**config.mk**
```make
export PLATFORM = sky130hd
export DESIGN_NAME = awg_param_ctrl
export DESIGN_NICKNAME = d
export VERILOG_FILES = /design/src/rtl/awg_param_ctrl_pkg.sv /design/src/rtl/awg_param_ctrl_key_debounce.sv /design/src/rtl/awg_param_ctrl.sv
export SDC_FILE = /design/constraint.sdc
export NUM_CORES = 1
export LEC_CHECK = 0
export CORE_UTILIZATION = 60
export CTS_CLUSTER_DIAMETER = 40
export DETAILED_ROUTE_END_ITERATION = 12
export GPL_ROUTABILITY_DRIVEN = 0
export HOLD_SLACK_MARGIN = 0.1
export PLACE_DENSITY = 0.88
export SLEW_MARGIN = 10
export SYNTH_ARGS = -nofsm -noshare
export SYNTH_HDL_FRONTEND = slang
export SYNTH_SLANG_ARGS = --single-unit
```
**constraint.sdc**
```tcl
create_clock -name clk -period 4.07 [get_ports clk]
set_input_delay 0.6105 -clock clk [delete_from_list [all_inputs] [get_ports clk]]
set_output_delay 0.6105 -clock clk [all_outputs]
set_load 0.05 [all_outputs]
```
**src/rtl/awg_param_ctrl_pkg.sv**
```systemverilog
// Shared field encoding, amplitude bounds and reset defaults for the AWG
// front-panel controller and the waveform generators it feeds.
package awg_pkg;

    typedef enum logic [1:0] {
        FIELD_FREQ  = 2'd0,
        FIELD_AMP   = 2'd1,
        FIELD_PHASE = 2'd2
    } field_e;

    localparam logic [2:0]  AMP_MIN          = 3'd1;
    localparam logic [2:0]  AMP_MAX          = 3'd7;
    localparam logic [2:0]  AMP_RST          = 3'd1;
    localparam logic [11:0] FREQ_RST_DEFAULT = 12'd64;
    localparam logic [7:0]  PHASE_RST        = 8'd0;

    // FREQ -> AMP -> PHASE -> FREQ; the unused code 3 also returns to FREQ.
    function automatic field_e nextField(input field_e f);
        case (f)
            FIELD_FREQ:  return FIELD_AMP;
            FIELD_AMP:   return FIELD_PHASE;
            default:     return FIELD_FREQ;
        endcase
    endfunction

endpackage

```
**src/rtl/awg_param_ctrl_key_debounce.sv**
```systemverilog
// One push-button path: 2-flop synchroniser, stable-count filter and a
// one-cycle pulse on the debounced rising edge.
module key_debounce #(
    parameter int DEBOUNCE_CYCLES = 500000
) (
    input  logic clk,
    input  logic rst,
    input  logic i_key,
    output logic o_level,
    output logic o_pulse
);

    localparam int CW = (DEBOUNCE_CYCLES < 2) ? 1 : $clog2(DEBOUNCE_CYCLES + 1);
    localparam logic [CW-1:0] CNT_LAST = CW'(DEBOUNCE_CYCLES - 1);

    logic          r_sync0;
    logic          r_sync1;
    logic          r_level;
    logic          r_levelDly;
    logic [CW-1:0] r_cnt;

    // Level flips on the DEBOUNCE_CYCLES-th consecutive cycle of disagreement.
    always_ff @(posedge clk or posedge rst) begin
        if (rst) begin
            r_sync0    <= 1'b0;
            r_sync1    <= 1'b0;
            r_level    <= 1'b0;
            r_levelDly <= 1'b0;
            r_cnt      <= '0;
        end else begin
            r_sync0    <= i_key;
            r_sync1    <= r_sync0;
            r_levelDly <= r_level;
            if (r_sync1 != r_level) begin
                if (r_cnt == CNT_LAST) begin
                    r_level <= r_sync1;
                    r_cnt   <= '0;
                end else begin
                    r_cnt <= r_cnt + 1'b1;
                end
            end else begin
                r_cnt <= '0;
            end
        end
    end

    assign o_level = r_level;
    assign o_pulse = r_level & ~r_levelDly;

endmodule

```
**src/rtl/awg_param_ctrl.sv**
```systemverilog
// Front-panel parameter controller: debounced keys drive a field FSM that
// updates freq/amp/phase and toggles the generator enable.
// Optional key auto-repeat is built when AWG_AUTO_REPEAT_EN is defined.
module awg_param_ctrl
    import awg_pkg::*;
#(
    parameter int          DEBOUNCE_CYCLES = 500000,
    parameter logic [11:0] FREQ_STEP       = 12'd16,
    parameter logic [11:0] FREQ_MIN        = 12'd16,
    parameter logic [11:0] FREQ_MAX        = 12'd4080,
    parameter logic [7:0]  PHASE_STEP      = 8'd16,
    parameter logic [11:0] FREQ_RST        = FREQ_RST_DEFAULT
) (
    input  logic        clk,
    input  logic        rst,
    input  logic        key_mode,
    input  logic        key_up,
    input  logic        key_down,
    input  logic        key_en,
    output logic [11:0] state_freq,
    output logic [2:0]  state_amp,
    output logic [7:0]  state_phase,
    output logic        wave_en,
    output logic [1:0]  cur_field
);

    logic w_modeLevel, w_upLevel, w_downLevel, w_enLevel;
    logic w_modePulse, w_upPulse, w_downPulse, w_enPulse;
    logic w_rptUp, w_rptDown;
    logic w_up, w_down;

    key_debounce #(.DEBOUNCE_CYCLES(DEBOUNCE_CYCLES)) u_keyMode (
        .clk(clk), .rst(rst), .i_key(key_mode), .o_level(w_modeLevel), .o_pulse(w_modePulse));
    key_debounce #(.DEBOUNCE_CYCLES(DEBOUNCE_CYCLES)) u_keyUp (
        .clk(clk), .rst(rst), .i_key(key_up), .o_level(w_upLevel), .o_pulse(w_upPulse));
    key_debounce #(.DEBOUNCE_CYCLES(DEBOUNCE_CYCLES)) u_keyDown (
        .clk(clk), .rst(rst), .i_key(key_down), .o_level(w_downLevel), .o_pulse(w_downPulse));
    key_debounce #(.DEBOUNCE_CYCLES(DEBOUNCE_CYCLES)) u_keyEn (
        .clk(clk), .rst(rst), .i_key(key_en), .o_level(w_enLevel), .o_pulse(w_enPulse));

`ifdef AWG_AUTO_REPEAT_EN
    localparam int RW = $clog2(32 * DEBOUNCE_CYCLES + 1);
    localparam logic [RW-1:0] RPT_FIRST = RW'(32 * DEBOUNCE_CYCLES - 1);
    localparam logic [RW-1:0] RPT_NEXT  = RW'(8 * DEBOUNCE_CYCLES - 1);

    logic [RW-1:0] r_rptCnt;
    logic          r_rptFirst;
    logic          w_rptHold;
    logic          w_rptFire;

    assign w_rptHold = w_upLevel | w_downLevel;
    assign w_rptFire = w_rptHold && (r_rptCnt == (r_rptFirst ? RPT_FIRST : RPT_NEXT));

    // A fresh press or a mode step restarts the long initial delay.
    always_ff @(posedge clk or posedge rst) begin
        if (rst) begin
            r_rptCnt   <= '0;
            r_rptFirst <= 1'b1;
        end else if (!w_rptHold || w_modePulse || w_upPulse || w_downPulse) begin
            r_rptCnt   <= '0;
            r_rptFirst <= 1'b1;
        end else if (w_rptFire) begin
            r_rptCnt   <= '0;
            r_rptFirst <= 1'b0;
        end else begin
            r_rptCnt <= r_rptCnt + 1'b1;
        end
    end

    assign w_rptUp   = w_rptFire & w_upLevel;
    assign w_rptDown = w_rptFire & w_downLevel;
`else
    assign w_rptUp   = 1'b0;
    assign w_rptDown = 1'b0;
`endif

    assign w_up   = w_upPulse | w_rptUp;
    assign w_down = w_downPulse | w_rptDown;

    field_e      r_field;
    logic [11:0] r_freq;
    logic [2:0]  r_amp;
    logic [7:0]  r_phase;
    logic        r_waveEn;

    // 13-bit arithmetic keeps the saturation compare free of wrap-around.
    logic [12:0] w_freqUp13, w_freqDn13;
    logic [11:0] w_freqInc, w_freqDec;
    logic [2:0]  w_ampInc, w_ampDec;

    assign w_freqUp13 = {1'b0, r_freq} + {1'b0, FREQ_STEP};
    assign w_freqDn13 = {1'b0, r_freq} - {1'b0, FREQ_STEP};
    assign w_freqInc  = (w_freqUp13 > {1'b0, FREQ_MAX}) ? FREQ_MAX : w_freqUp13[11:0];
    assign w_freqDec  = (w_freqDn13[12] || (w_freqDn13 < {1'b0, FREQ_MIN})) ? FREQ_MIN : w_freqDn13[11:0];
    assign w_ampInc   = (r_amp >= AMP_MAX) ? AMP_MAX : r_amp + 3'd1;
    assign w_ampDec   = (r_amp <= AMP_MIN) ? AMP_MIN : r_amp - 3'd1;

    // A mode step wins over any adjust; opposing up/down cancel out.
    always_ff @(posedge clk or posedge rst) begin
        if (rst) begin
            r_field  <= FIELD_FREQ;
            r_freq   <= FREQ_RST;
            r_amp    <= AMP_RST;
            r_phase  <= PHASE_RST;
            r_waveEn <= 1'b0;
        end else begin
            if (w_enPulse) begin
                r_waveEn <= ~r_waveEn;
            end
            if (w_modePulse) begin
                r_field <= nextField(r_field);
            end else if (w_up ^ w_down) begin
                case (r_field)
                    FIELD_FREQ:  r_freq  <= w_up ? w_freqInc : w_freqDec;
                    FIELD_AMP:   r_amp   <= w_up ? w_ampInc : w_ampDec;
                    FIELD_PHASE: r_phase <= w_up ? r_phase + PHASE_STEP : r_phase - PHASE_STEP;
                    default:     r_field <= FIELD_FREQ;
                endcase
            end
        end
    end

    assign state_freq  = r_freq;
    assign state_amp   = r_amp;
    assign state_phase = r_phase;
    assign wave_en     = r_waveEn;
    assign cur_field   = r_field;

endmodule

```
Word-level counts from Yosys, hierarchy flattened:

Index checks and enable logic that the tools add are counted.

* input bits: 6
* output and inout bits: 26
* logic and storage cells: 92
* register bits after elaboration: 118

* muxes and demuxes: 19
* reduce and logical (&&, ||, !) cells: 12
* bitwise operators: 11
* magnitude comparators: 4
* $add $sub $neg: 10
* equality and inequality tests: 11

Operator list (number)
* $mux W19: 8
* $add A19 B1 Y19 const B: 4
* $eq A19 B19 Y1 const B: 4
* $mux W12: 3
* $add A12 B5 Y13 const B: 1
* $gt A13 B12 Y1 const B: 1
* $lt A13 B5 Y1 const B: 1
* $sub A12 B5 Y13 const B: 1
* $reduce_and A2 Y1: 5
* $mux W3: 3
* $reduce_and A3 Y1: 3
* $add A8 B5 Y8 const B: 1
* $mux W8: 1
* $sub A8 B5 Y8 const B: 1
* $mux W2: 3
* $not A1 Y1: 6
* $and A1 B1 Y1: 4
* $ne A1 B1 Y1: 4
* $pmux W2 S2: 1
* $add A3 B1 Y3 const B: 1
* $ge A3 B3 Y1 const B: 1
* $le A3 B1 Y1 const B: 1
* $reduce_or A3 Y1: 1
* $sub A3 B1 Y3 const B: 1
* other kinds (7): 7

Longest topological paths before layout:

* depth in word-level cells: 5
* depth in mapped cells: 10
* gate-level depth less buffers: 8

Cells and area by module:

A second synthesis with hierarchy kept.

* cell total of the unflattened synthesis: 600
* area, all modules: 6049.6 µm²

Modules (own cells, without submodules)
* key_debounce: times used 4, cells each 105, area each 1122.3 µm²
* awg_param_ctrl: times used 1, cells each 180, area each 1560.2 µm²

Worst setup path before layout:

OpenSTA, ideal clock, no wires.

* path type: flip-flop to flip-flop
* start: reg r_freq[5], in the netlist state_freq[5]
* end: reg r_freq[5], in the netlist state_freq[5]
* clock period less this slack: 2262 ps
* setup slack: 1808 ps
* path buffers: 1
* arrival: 2175 ps
* required time: 3983 ps
* library setup time: 87 ps
* cell stages (with the launch flop): 9
* cells stage by stage: dfrtp_1 inv_1 ha_1 nand4b_1 o22ai_1 nand3_1 or4_1 clkbuf_1 o211ai_1

* longest elaborated chain between the ends: 5

RTL lines
* start, declared: line awg_param_ctrl.sv:81 `logic [11:0] r_freq;`
* start signal, assigned: line awg_param_ctrl.sv:114 `FIELD_FREQ: r_freq <= w_up ? w_freqInc : w_freqDec;`
* $sub A12 B5 Y13: line awg_param_ctrl.sv:92 `assign w_freqDn13 = {1'b0, r_freq} - {1'b0, FREQ_STEP};`
* $lt A13 B5 Y1: line awg_param_ctrl.sv:94 `assign w_freqDec = (w_freqDn13[12] || (w_freqDn13 < {1'b0, FREQ_MIN})) ? FREQ_MIN : w_freqDn13[11:0];`
* $logic_or A1 B1 Y1: line awg_param_ctrl.sv:94
* $mux W12: line awg_param_ctrl.sv:94
* $mux W12 (*): line awg_param_ctrl.sv:114

Mark *: on every way between the ends. The rest lies on a longest branch, timed or not.
A chain may end at the register's enable or synchronous reset.

Worst setup path after layout:

* start: reg r_freq[4], in the netlist state_freq[4]
* end: out state_freq[4]

RTL lines
* end, declared: line awg_param_ctrl.sv:20 `output logic [11:0] state_freq,`

No word-level cell between the ends.

==> impl_metrics.toml <==
[status]
outcome = "finished, final reports clean"

[floorplanning]
die_h_um = 99.7
start_util_pct = 62.0
die-area_um2 = 9940
io_pins = 32
row_count = 35
design.core.area_um2 = 9240
dieWidth_um = 99.7

[critical_path]
path_max_fanout = 13
r2r_slack_ns = 1.69
cpMaxStageDelayCell = "clkdlybuf4s50_1"
startpoint_type = "flip-flop"
crit_type = "reg2out"
critPathMaxStageDelay_ns = 0.89
r2r_cells = 6
crit_buf_inv = 1
crit_family = "buffers and inverters"
worstPathArrival_ns = 1.88
worst_setup_path_end_kind = "output port"
rr_endpoint = "state_freq[11]"
crit_cells = 1
cp.required_ns = 3.46
rr_startpoint = "u_keyUp.r_levelDly"
path_cells = "clkdlybuf4s50_1"

[timing]
slew_viol_final = 0
fin_crit_sh_pct = 61.3
worst_pin_slew_ns = 0.806
holdWs_ns = 0.357
relSlewSlack_pct = 45.8
worst_slack_ns = 1.58
grt_setup_unrepaired = "no"
finalHoldViolCount = 0
finalSetupTns_ns = 0
fin_worst_skew_ns = 0.00957
fmax_ghz = 0.401
setup_violations = 0
fin_crit_ns = 2.49

[placement]
dp_slack_ns = 1.77
io_buffers = 23
place_area_um2 = 5980
dp_hpwl_mm = 7.41
placed_cells = 723

[layout]
drive_gt1_share_pct = 6.56
final_nets = 625
final_cells = 739
syn2layout_area_growth_pct = 7.76
diodes = 0
design_area_um2 = 6170

[global_route]
grt-ovfl-total = 0
grt_max_degree = 65
grt_pass1_wl_mm = 18.5
grt_usage_pct = 23.3
grt_pass1_vias = 4205
antenna_found_initial = 0

[pwr]
peakVddDrop_uv = 203
power_density_nw_per_um2 = 299
power_leakage_uw = 0.00255

[route]
drtIter0Drc = 286
finalWirelength_mm = 10.5
vias_per_cell = 5.71
drc = 0
wire_per_inst_um = 14.2
ant_nets = 0
firstDrtPassIters = 5
vias = 4223

[cts]
postCtsSetupBuffers = 0
cts_resized = 0
ctsHoldBuffers = 0
clkTransAtPathRegs_ns = 0.09
cts-htree-levels = 3
cts-root-buf = "clkbuf_8"
clock-sinks = 110
cts.path.max_buffers = 2
clkLatencyLatePin_ns = 0.36
cts_tree = "done"
cts_buffers = 9

[synth]
yosys_warnings = 0
synth_edf_count = 0
async_flop_share_pct = 100
synth-seq-cells = 110
synth_area_um2 = 5730
netlist_instances = 594
synth_area_per_cell_um2 = 9.64
ys_seq_area_share_pct = 48.1
ys_types = 63
ys.flop_type = "dfrtp_1"

[flow_run]
cap_violations = 0

[hold_path]
hold_start = "u_keyDown.r_sync0"
holdPathStages = 0
holdPathEnd = "u_keyDown.r_sync1"
hp-class = "reg2reg"
-- flip-flops by register name (all words and copies together), names as in the netlist, 2 cells and up --
register and cells:
u_keyDown.r_cnt 19, u_keyEn.r_cnt 19, u_keyMode.r_cnt 19, u_keyUp.r_cnt 19, state_freq 8, state_phase 4, state_amp 3, cur_field 2
-- how the worst max path moves through the flow --
stage,from,to,slack [ns]
after floorplan,rst,cur_field[0],0.56
after global placement,u_keyUp.r_levelDly,state_freq[11],1.86
after detailed placement,u_keyUp.r_levelDly,state_freq[11],1.77
after CTS,state_freq[6],state_freq[6],1.58
after global routing,state_freq[4],state_freq[4],1.49
final,state_freq[4],state_freq[4],1.58
-- Yosys cell counts (all sizes together), types with 5 or more instances --
cell	instances	area, µm²
nor2	106	398
nand3	38	190
mux2	6	67.6
dfrtp	108	2700
nor3	15	75.1
nand2	39	146
nand4	18	113
inv	24	92.6
ha	13	163
buf	24	154
o21ai	19	98.8
and3	10	62.6
or3	7	43.8
clkbuf	8	30.0
xnor2	49	448
a21oi	8	40.0
nor4	13	121
xor2	30	263
or2	5	31.3
-- where the power goes --
group | switching [µW] | internal [µW] | total, µW | leakage (µW)
Sequential | 13.0 | 1110 | 1120 | 0.00150
Clock | 348 | 303 | 651 | 0.0000976
Combinational | 58.2 | 17.7 | 75.8 | 0.000952
Total | 419 | 1430 | 1850 | 0.00255
-- per-layer routing --
| layer | vias up | global-route usage, % | wire length [µm] |
|---|---|---|---|
| li1 | 2023 | - | - |
| met5 | - | 0 | 0 |
| met2 | 116 | 37.0 | 5120 |
| met1 | 2053 | 30.1 | 4680 |
| met3 | 31 | 5.76 | 430 |
| met4 | 0 | 10.9 | 274 |
-- stage by stage --
step                      utilization, %  power (µW)
after floorplan                        -        1200
final                               66.8        1850
after CTS                           66.8        1860
after global placement              64.7        1210
after detailed placement            64.7        1220
after global routing                66.8        1920
-- cell families (layout without fill, tap and decap cells) --
logic type / after synthesis / after routing / synth area share [%]
AOI/OAI and AO/OA: 49 / 49 / 5.48
muxes: 8 / 8 / 1.53
adders and majority gates: 15 / 15 / 3.36
xor gates and xnor gates: 79 / 79 / 12.4
and+or+nand+nor: 276 / 276 / 24.2
other: 1 / 8 / 0.0655
DFF: 110 / 110 / 48.1
buffers and inverters: 56 / 65 / 4.83
-- cell type report --
class | instances | area [µm²]
inverters | 24 | 95.1
clock buffers | 13 | 149
fillers | 684 | 3070
well taps | 129 | 161
flip-flops and latches | 110 | 2760
repair buffers | 25 | 245
clock inverters | 3 | 43.8
multi-input cells | 435 | 2720
-- cell usage in the layout (no fill, tap or decap), types with 3 or more instances in the layout --
master,netlist,final
a21oi_1,8,8
a31oi_1,3,3
and3_1,10,10
clkbuf_1,8,3
clkbuf_8,0,10
clkdlybuf4s50_1,0,23
conb_1,1,8
dfrtp_1,108,108
ha_1,13,13
inv_1,23,22
mux2_2,6,6
nand2_1,39,39
nand2b_1,3,3
nand3_1,38,38
nand4_1,18,18
nand4b_1,3,3
nor2_1,106,106
nor2b_1,3,3
nor3_1,15,15
nor4_1,8,8
nor4_2,4,4
o21ai_0,13,13
o21ai_1,5,5
or2_2,4,4
or3_1,7,7
or4b_1,3,3
xnor2_1,48,48
xor2_1,30,30
No activity file was read; power rests on OpenSTA's default activity.
